===== src/rtl/count_8bit_timer_ctrl.sv =====
// Programmable interval timer: an up-counter advanced once per prescaled tick,
// with one-shot / auto-reload modes, pause, abort and a sticky busy-START error.
module count_8bit_timer_ctrl #(
  parameter int WIDTH    = 8,
  parameter int PRESCALE = 1
) (
  input  logic             CLK,
  input  logic             RESET,
  input  logic             START,
  input  logic             STOP,
  input  logic             HOLD,
  input  logic             RELOAD_MODE,
  input  logic [WIDTH-1:0] TERM_VAL,
  output logic [WIDTH-1:0] COUNT_OUT,
  output logic             BUSY,
  output logic             DONE,
  output logic             ERR,
  output logic [1:0]       STATE
);

  localparam int PW = (PRESCALE > 1) ? $clog2(PRESCALE) : 1;
  localparam logic [PW-1:0] PRESC_LAST = PW'(PRESCALE - 1);

  typedef enum logic [1:0] {
    S_IDLE   = 2'b00,
    S_RUN    = 2'b01,
    S_PAUSED = 2'b10,
    S_DONE   = 2'b11
  } state_e;

  state_e           state_q, state_d;
  logic [WIDTH-1:0] count_q, count_d;
  logic [WIDTH-1:0] term_q, term_d;
  logic [PW-1:0]    presc_q, presc_d;
  logic             mode_q, mode_d;
  logic             busy_q, busy_d;
  logic             done_q, done_d;
  logic             err_q, err_d;

  logic             active;
  logic [WIDTH-1:0] count_inc;

  assign active    = (state_q == S_RUN) || (state_q == S_PAUSED);
  assign count_inc = count_q + 1'b1;

  always_comb begin
    state_d = state_q;
    count_d = count_q;
    term_d  = term_q;
    presc_d = presc_q;
    mode_d  = mode_q;
    busy_d  = busy_q;
    done_d  = 1'b0;
    err_d   = err_q;

    if (STOP) begin
      state_d = S_IDLE;
      count_d = '0;
      presc_d = '0;
      busy_d  = 1'b0;
      err_d   = 1'b0;
    end else if (START && !active) begin
      term_d  = TERM_VAL;
      mode_d  = RELOAD_MODE;
      count_d = '0;
      presc_d = '0;
      busy_d  = 1'b1;
      state_d = S_RUN;
    end else if (active) begin
      // A START while busy is only flagged; the timer keeps running this edge.
      if (START) err_d = 1'b1;
      if (HOLD) begin
        state_d = S_PAUSED;
      end else begin
        state_d = S_RUN;
        if (presc_q == PRESC_LAST) begin
          presc_d = '0;
          // term_q == 0 matches the wrap from all-ones back to zero.
          if (count_inc == term_q) begin
            done_d = 1'b1;
            if (mode_q) begin
              count_d = '0;
            end else begin
              count_d = term_q;
              state_d = S_DONE;
              busy_d  = 1'b0;
            end
          end else begin
            count_d = count_inc;
          end
        end else begin
          presc_d = presc_q + 1'b1;
        end
      end
    end
  end

  always_ff @(posedge CLK) begin
    if (RESET) begin
      state_q <= S_IDLE;
      count_q <= '0;
      term_q  <= '0;
      presc_q <= '0;
      mode_q  <= 1'b0;
      busy_q  <= 1'b0;
      done_q  <= 1'b0;
      err_q   <= 1'b0;
    end else begin
      state_q <= state_d;
      count_q <= count_d;
      term_q  <= term_d;
      presc_q <= presc_d;
      mode_q  <= mode_d;
      busy_q  <= busy_d;
      done_q  <= done_d;
      err_q   <= err_d;
    end
  end

  assign COUNT_OUT = count_q;
  assign BUSY      = busy_q;
  assign DONE      = done_q;
  assign ERR       = err_q;
  assign STATE     = state_q;

endmodule

===== config.mk =====
export PLATFORM = sky130hd
export DESIGN_NAME = count_8bit_timer_ctrl
export DESIGN_NICKNAME = d
export VERILOG_FILES = /design/src/rtl/count_8bit_timer_ctrl.sv
export SDC_FILE = /design/constraint.sdc
export NUM_CORES = 1
export LEC_CHECK = 0
export BUFFER_PORTS_ARGS = -buffer_cell sky130_fd_sc_hd__clkbuf_2
export CAP_MARGIN = 0
export CORE_MARGIN = 2
export CORE_UTILIZATION = 58
export CTS_CLUSTER_SIZE = 20
export DETAILED_ROUTE_END_ITERATION = 7
export PLACE_DENSITY = 0.9
export SLEW_MARGIN = 10
export SYNTH_ARGS = -nofsm -noshare
export SYNTH_HDL_FRONTEND = slang
export SYNTH_SLANG_ARGS = --single-unit
export TNS_END_PERCENT = 20

===== constraint.sdc =====
create_clock -name CLK -period 4.5 [get_ports CLK]
set_clock_uncertainty 0.1 [all_clocks]
set_input_delay 0.675 -clock CLK [delete_from_list [all_inputs] [get_ports CLK]]
set_output_delay 0.675 -clock CLK [all_outputs]
set_load 0.01 [all_outputs]

==> summary.txt <==
Outcome
  • Run status: finished clean

Yosys
  • Netlist cell types: 37
  • Synthesized cell area: 0.00132 mm²
  • Top_reg_cell synth: sky130_fd_sc_hd__dfxtp_1
  • Number of synthesized register bits: 22
  • Fraction of synthesis flops using an asynchronous set or reset pin: 0
  • Net count after synthesis: 170
  • Sequential share of the synthesized area: 0.334
  • Avg Cell Area, Syn: roughly 8.5 µm²
  • Post-Syn Instances: 155
  • Number of enable flip-flop cells after synthesis: 0
  • Synth warnings: 0

Critical path
  • Required time of the critical path: 4620 ps
  • R2R Setup Slk: ~1800 ps
  • Startpoint types: flip-flop
  • Worst Path Max Fanout: 12
  • Arrival time reported for the critical path endpoint: about 2800 ps
  • Launch point of the worst reg-to-reg path: COUNT_OUT[0]$_SDFFE_PP0P_
  • Worst-case reg-to-reg path depth: 7
  • Element type at the critical path end: flip-flop
  • Capturing point of the worst reg2reg path: COUNT_OUT[7]$_SDFFE_PP0P_
  • Start-to-end type of the worst setup path: reg2reg

Floorplanning
  • Die footprint: between 0.002 and 0.003 mm²
  • Ports placed on the boundary: 27
  • Starting density of the core: 0.602
  • FP Rows: 17
  • Horizontal die dimension: between 50 and 60 µm
  • Core region area: ~0.0022 mm²
  • Vertical die dimension: 51.7 µm

Final layout
  • Antenna fix cells: 0
  • Final #Nets: 193
  • Proportion of layout cells with a drive suffix above 1: 0.209
  • Syn-to-layout area delta: 12.0%
  • Post-layout util: 0.674

Route
  • Residual DRC: 0
  • Post-DR wirelength/cell: 14.5 µm
  • Number of routed nets with antenna violations: 0
  • DR pass1 iterations: 4
  • DRT iter0 DRCs: 37
  • Wirelength, routed: just under 3000 µm
  • Vias/cell: around 6.2
  • Routed via count: ~1300

Clock tree
  • Buffer type at the clock tree root: sky130_fd_sc_hd__clkbuf_4
  • Post-CTS Setup Inserts: 0
  • Worst-case clock buffer depth: 2
  • Clock net sink count: 22
  • Worst-path clk slew: between 100 and 150 ps
  • CTS tree: built
  • CTS Hold Bufs: 0
  • Clock latency of the later-clocked register in the worst-skew pair: just over 300 ps
  • Post-cts repair resize count: 0
  • Maximum level of the CTS H-tree: 1
  • Number of buffers inserted during clock tree synthesis: 3

Job
  • Number of max-cap violations: 0

GRT
  • Global routing usage summed across all routing layers: 0.241
  • Vias in the first global route: about 1100
  • Pin count of the biggest net entering global routing: 14
  • First-pass GRT wire length: approximately 4800 µm
  • Overall overflow remaining after global route: 0
  • Initial antenna violation count: 0

Min path
  • Endpoint of the worst hold path: ERR$_SDFFE_PP0P_
  • Beginning of the worst hold path: ERR$_SDFFE_PP0P_
  • Tightest Hold Check Type: reg2reg
  • Worst Hold Path Cells: 2

STA
  • Min Clock Period, post-route: between 2000 and 3000 ps
  • Worst-margin pin slew: between 1000 and 1500 ps
  • Unrepaired setup endpoints after global routing: false
  • Setup ws final: between 1500 and 2000 ps
  • Crit share post-route: 0.605
  • Final TNS setup: 0 ps
  • Highest clock frequency the design can meet: 367 MHz
  • Headroom to the max-slew limit: 0.311
  • Setup-failing EPs final: 0
  • Max Slew Vio Count: 0
  • Final count of hold timing violations: 0

Place
  • Detail Placement HPWL: 2150 µm
  • Buffers added on ports: 26
  • Setup WS pre-CTS: about 1900 ps
  • Gp weighted congestion: about 0.91

Power
  • Total power per unit cell area: between 200 and 250 mW/mm²
  • Maximum ir drop on the vdd rail: 0.192 mV
  • Leak: ~0.55 nW
==> cell type report <==
type / count / area [µm²]
clock buffers: 4 / 36.3
fillers: 196 / 713
inverters: 3 / 11.3
multi-input cells: 122 / 825
flip-flops and latches: 22 / 440
well taps: 28 / 35.0
repair buffers: 26 / 130
==> report_power, final <==
part | total (mW) | switching, mW | internal (mW)
logic | 0.0489 | 0.0281 | 0.0208
clock network | 0.111 | 0.0613 | 0.0495
registers | 0.206 | 0.00603 | 0.200
total | 0.366 | 0.0954 | 0.270
==> critical path, cell delays in order, from the launching register on <==
cell and delay, ps:
sky130_fd_sc_hd__dfxtp_1 470, sky130_fd_sc_hd__ha_1 310, sky130_fd_sc_hd__nand3_2 150, sky130_fd_sc_hd__or3_4 430
sky130_fd_sc_hd__a2111oi_4 440, sky130_fd_sc_hd__and4_4 400, sky130_fd_sc_hd__o21ai_1 90, sky130_fd_sc_hd__a31o_1 250
==> metrics by stage <==
| step | instance area (µm²) | total power [mW] | instances | hold WS (ps) |
|---|---|---|---|---|
| 6_report | 1480 | 0.366 | 205 | 426 |
| 3_5_place_dp | 1440 | 0.257 | 201 | 404 |
| 3_3_place_gp | 1440 | 0.256 | 201 | 400 |
| 4_1_cts | 1470 | 0.366 | 205 | 430 |
| 5_1_grt | 1480 | 0.378 | 205 | 465 |
| 2_1_floorplan | 1320 | 0.244 | 155 | 395 |
==> sequential cells by signal, indices dropped and copies added, names as in the netlist <==
| name | count |
|---|---|
| COUNT_OUT | 8 |
| term_q | 8 |
| STATE | 2 |
| BUSY | 1 |
| DONE | 1 |
| ERR | 1 |
| mode_q | 1 |
==> layer usage <==
layer  up-vias  GRT usage  part of all wire
met5         -          0                 0
met4         0      0.118             0.028
met3        11     0.0316             0.079
met2        65      0.391              0.47
met1       584      0.316              0.43
li1        610          -                 -
==> cells in the final DEF, fill, tap and decap left out, drive strengths merged, types with 5 or more instances in the layout <==
master	synthesis	final
clkbuf	4	30
dfxtp	22	22
nor2	18	18
mux2i	12	12
o21ai	11	11
nand3	10	10
nand2	8	8
nor3	8	8
xnor2	6	6
a21oi	6	6
xor2	5	5
nand4	5	5
==> cells by family (layout without fill, tap and decap cells) <==
group	Yosys count	count (layout)	share of synthesized area
AO/OA/AOI/OAI	32	32	0.173
AND/OR/NAND/NOR	65	65	0.258
multiplexers	12	12	0.0911
flip-flops	22	22	0.334
adder cells (fa/ha/maj)	1	1	0.00949
buffers and inverters	11	33	0.0446
XOR/XNOR	12	12	0.0901
==> synth_stat cells (2+ instances only) <==
cell type / number / share of area
sky130_fd_sc_hd__nor2_1: 18 / 0.051
sky130_fd_sc_hd__xnor2_1: 6 / 0.040
sky130_fd_sc_hd__a21oi_1: 6 / 0.023
sky130_fd_sc_hd__a31oi_1: 4 / 0.019
sky130_fd_sc_hd__or3_1: 2 / 0.0095
sky130_fd_sc_hd__o21ai_0: 8 / 0.030
sky130_fd_sc_hd__nor2b_1: 3 / 0.014
sky130_fd_sc_hd__nand2_1: 8 / 0.023
sky130_fd_sc_hd__and3_1: 2 / 0.0095
sky130_fd_sc_hd__xor2_1: 5 / 0.033
sky130_fd_sc_hd__nand4_1: 5 / 0.024
sky130_fd_sc_hd__nor3_1: 8 / 0.030
sky130_fd_sc_hd__inv_1: 3 / 0.0085
sky130_fd_sc_hd__o32ai_1: 3 / 0.020
sky130_fd_sc_hd__dfxtp_1: 22 / 0.33
sky130_fd_sc_hd__clkbuf_1: 4 / 0.011
sky130_fd_sc_hd__nand3b_1: 4 / 0.023
sky130_fd_sc_hd__nand3_1: 9 / 0.034
sky130_fd_sc_hd__a31o_1: 3 / 0.020
sky130_fd_sc_hd__mux2i_1: 12 / 0.091
sky130_fd_sc_hd__o21ai_1: 3 / 0.011
sky130_fd_sc_hd__buf_2: 2 / 0.0076
==> worst max path at each step <==
stage                                          from                        end  depth (start not counted)
after detailed placement  COUNT_OUT[0]$_SDFFE_PP0P_  COUNT_OUT[2]$_SDFFE_PP0P_                          7
after floorplan           COUNT_OUT[0]$_SDFFE_PP0P_  COUNT_OUT[2]$_SDFFE_PP0P_                          8
after global routing      COUNT_OUT[0]$_SDFFE_PP0P_  COUNT_OUT[3]$_SDFFE_PP0P_                          7
after CTS                 COUNT_OUT[0]$_SDFFE_PP0P_  COUNT_OUT[7]$_SDFFE_PP0P_                          7
after global placement    COUNT_OUT[0]$_SDFFE_PP0P_  COUNT_OUT[2]$_SDFFE_PP0P_                          7
final                     COUNT_OUT[0]$_SDFFE_PP0P_  COUNT_OUT[7]$_SDFFE_PP0P_                          7
No activity file was read; power rests on OpenSTA's default activity.
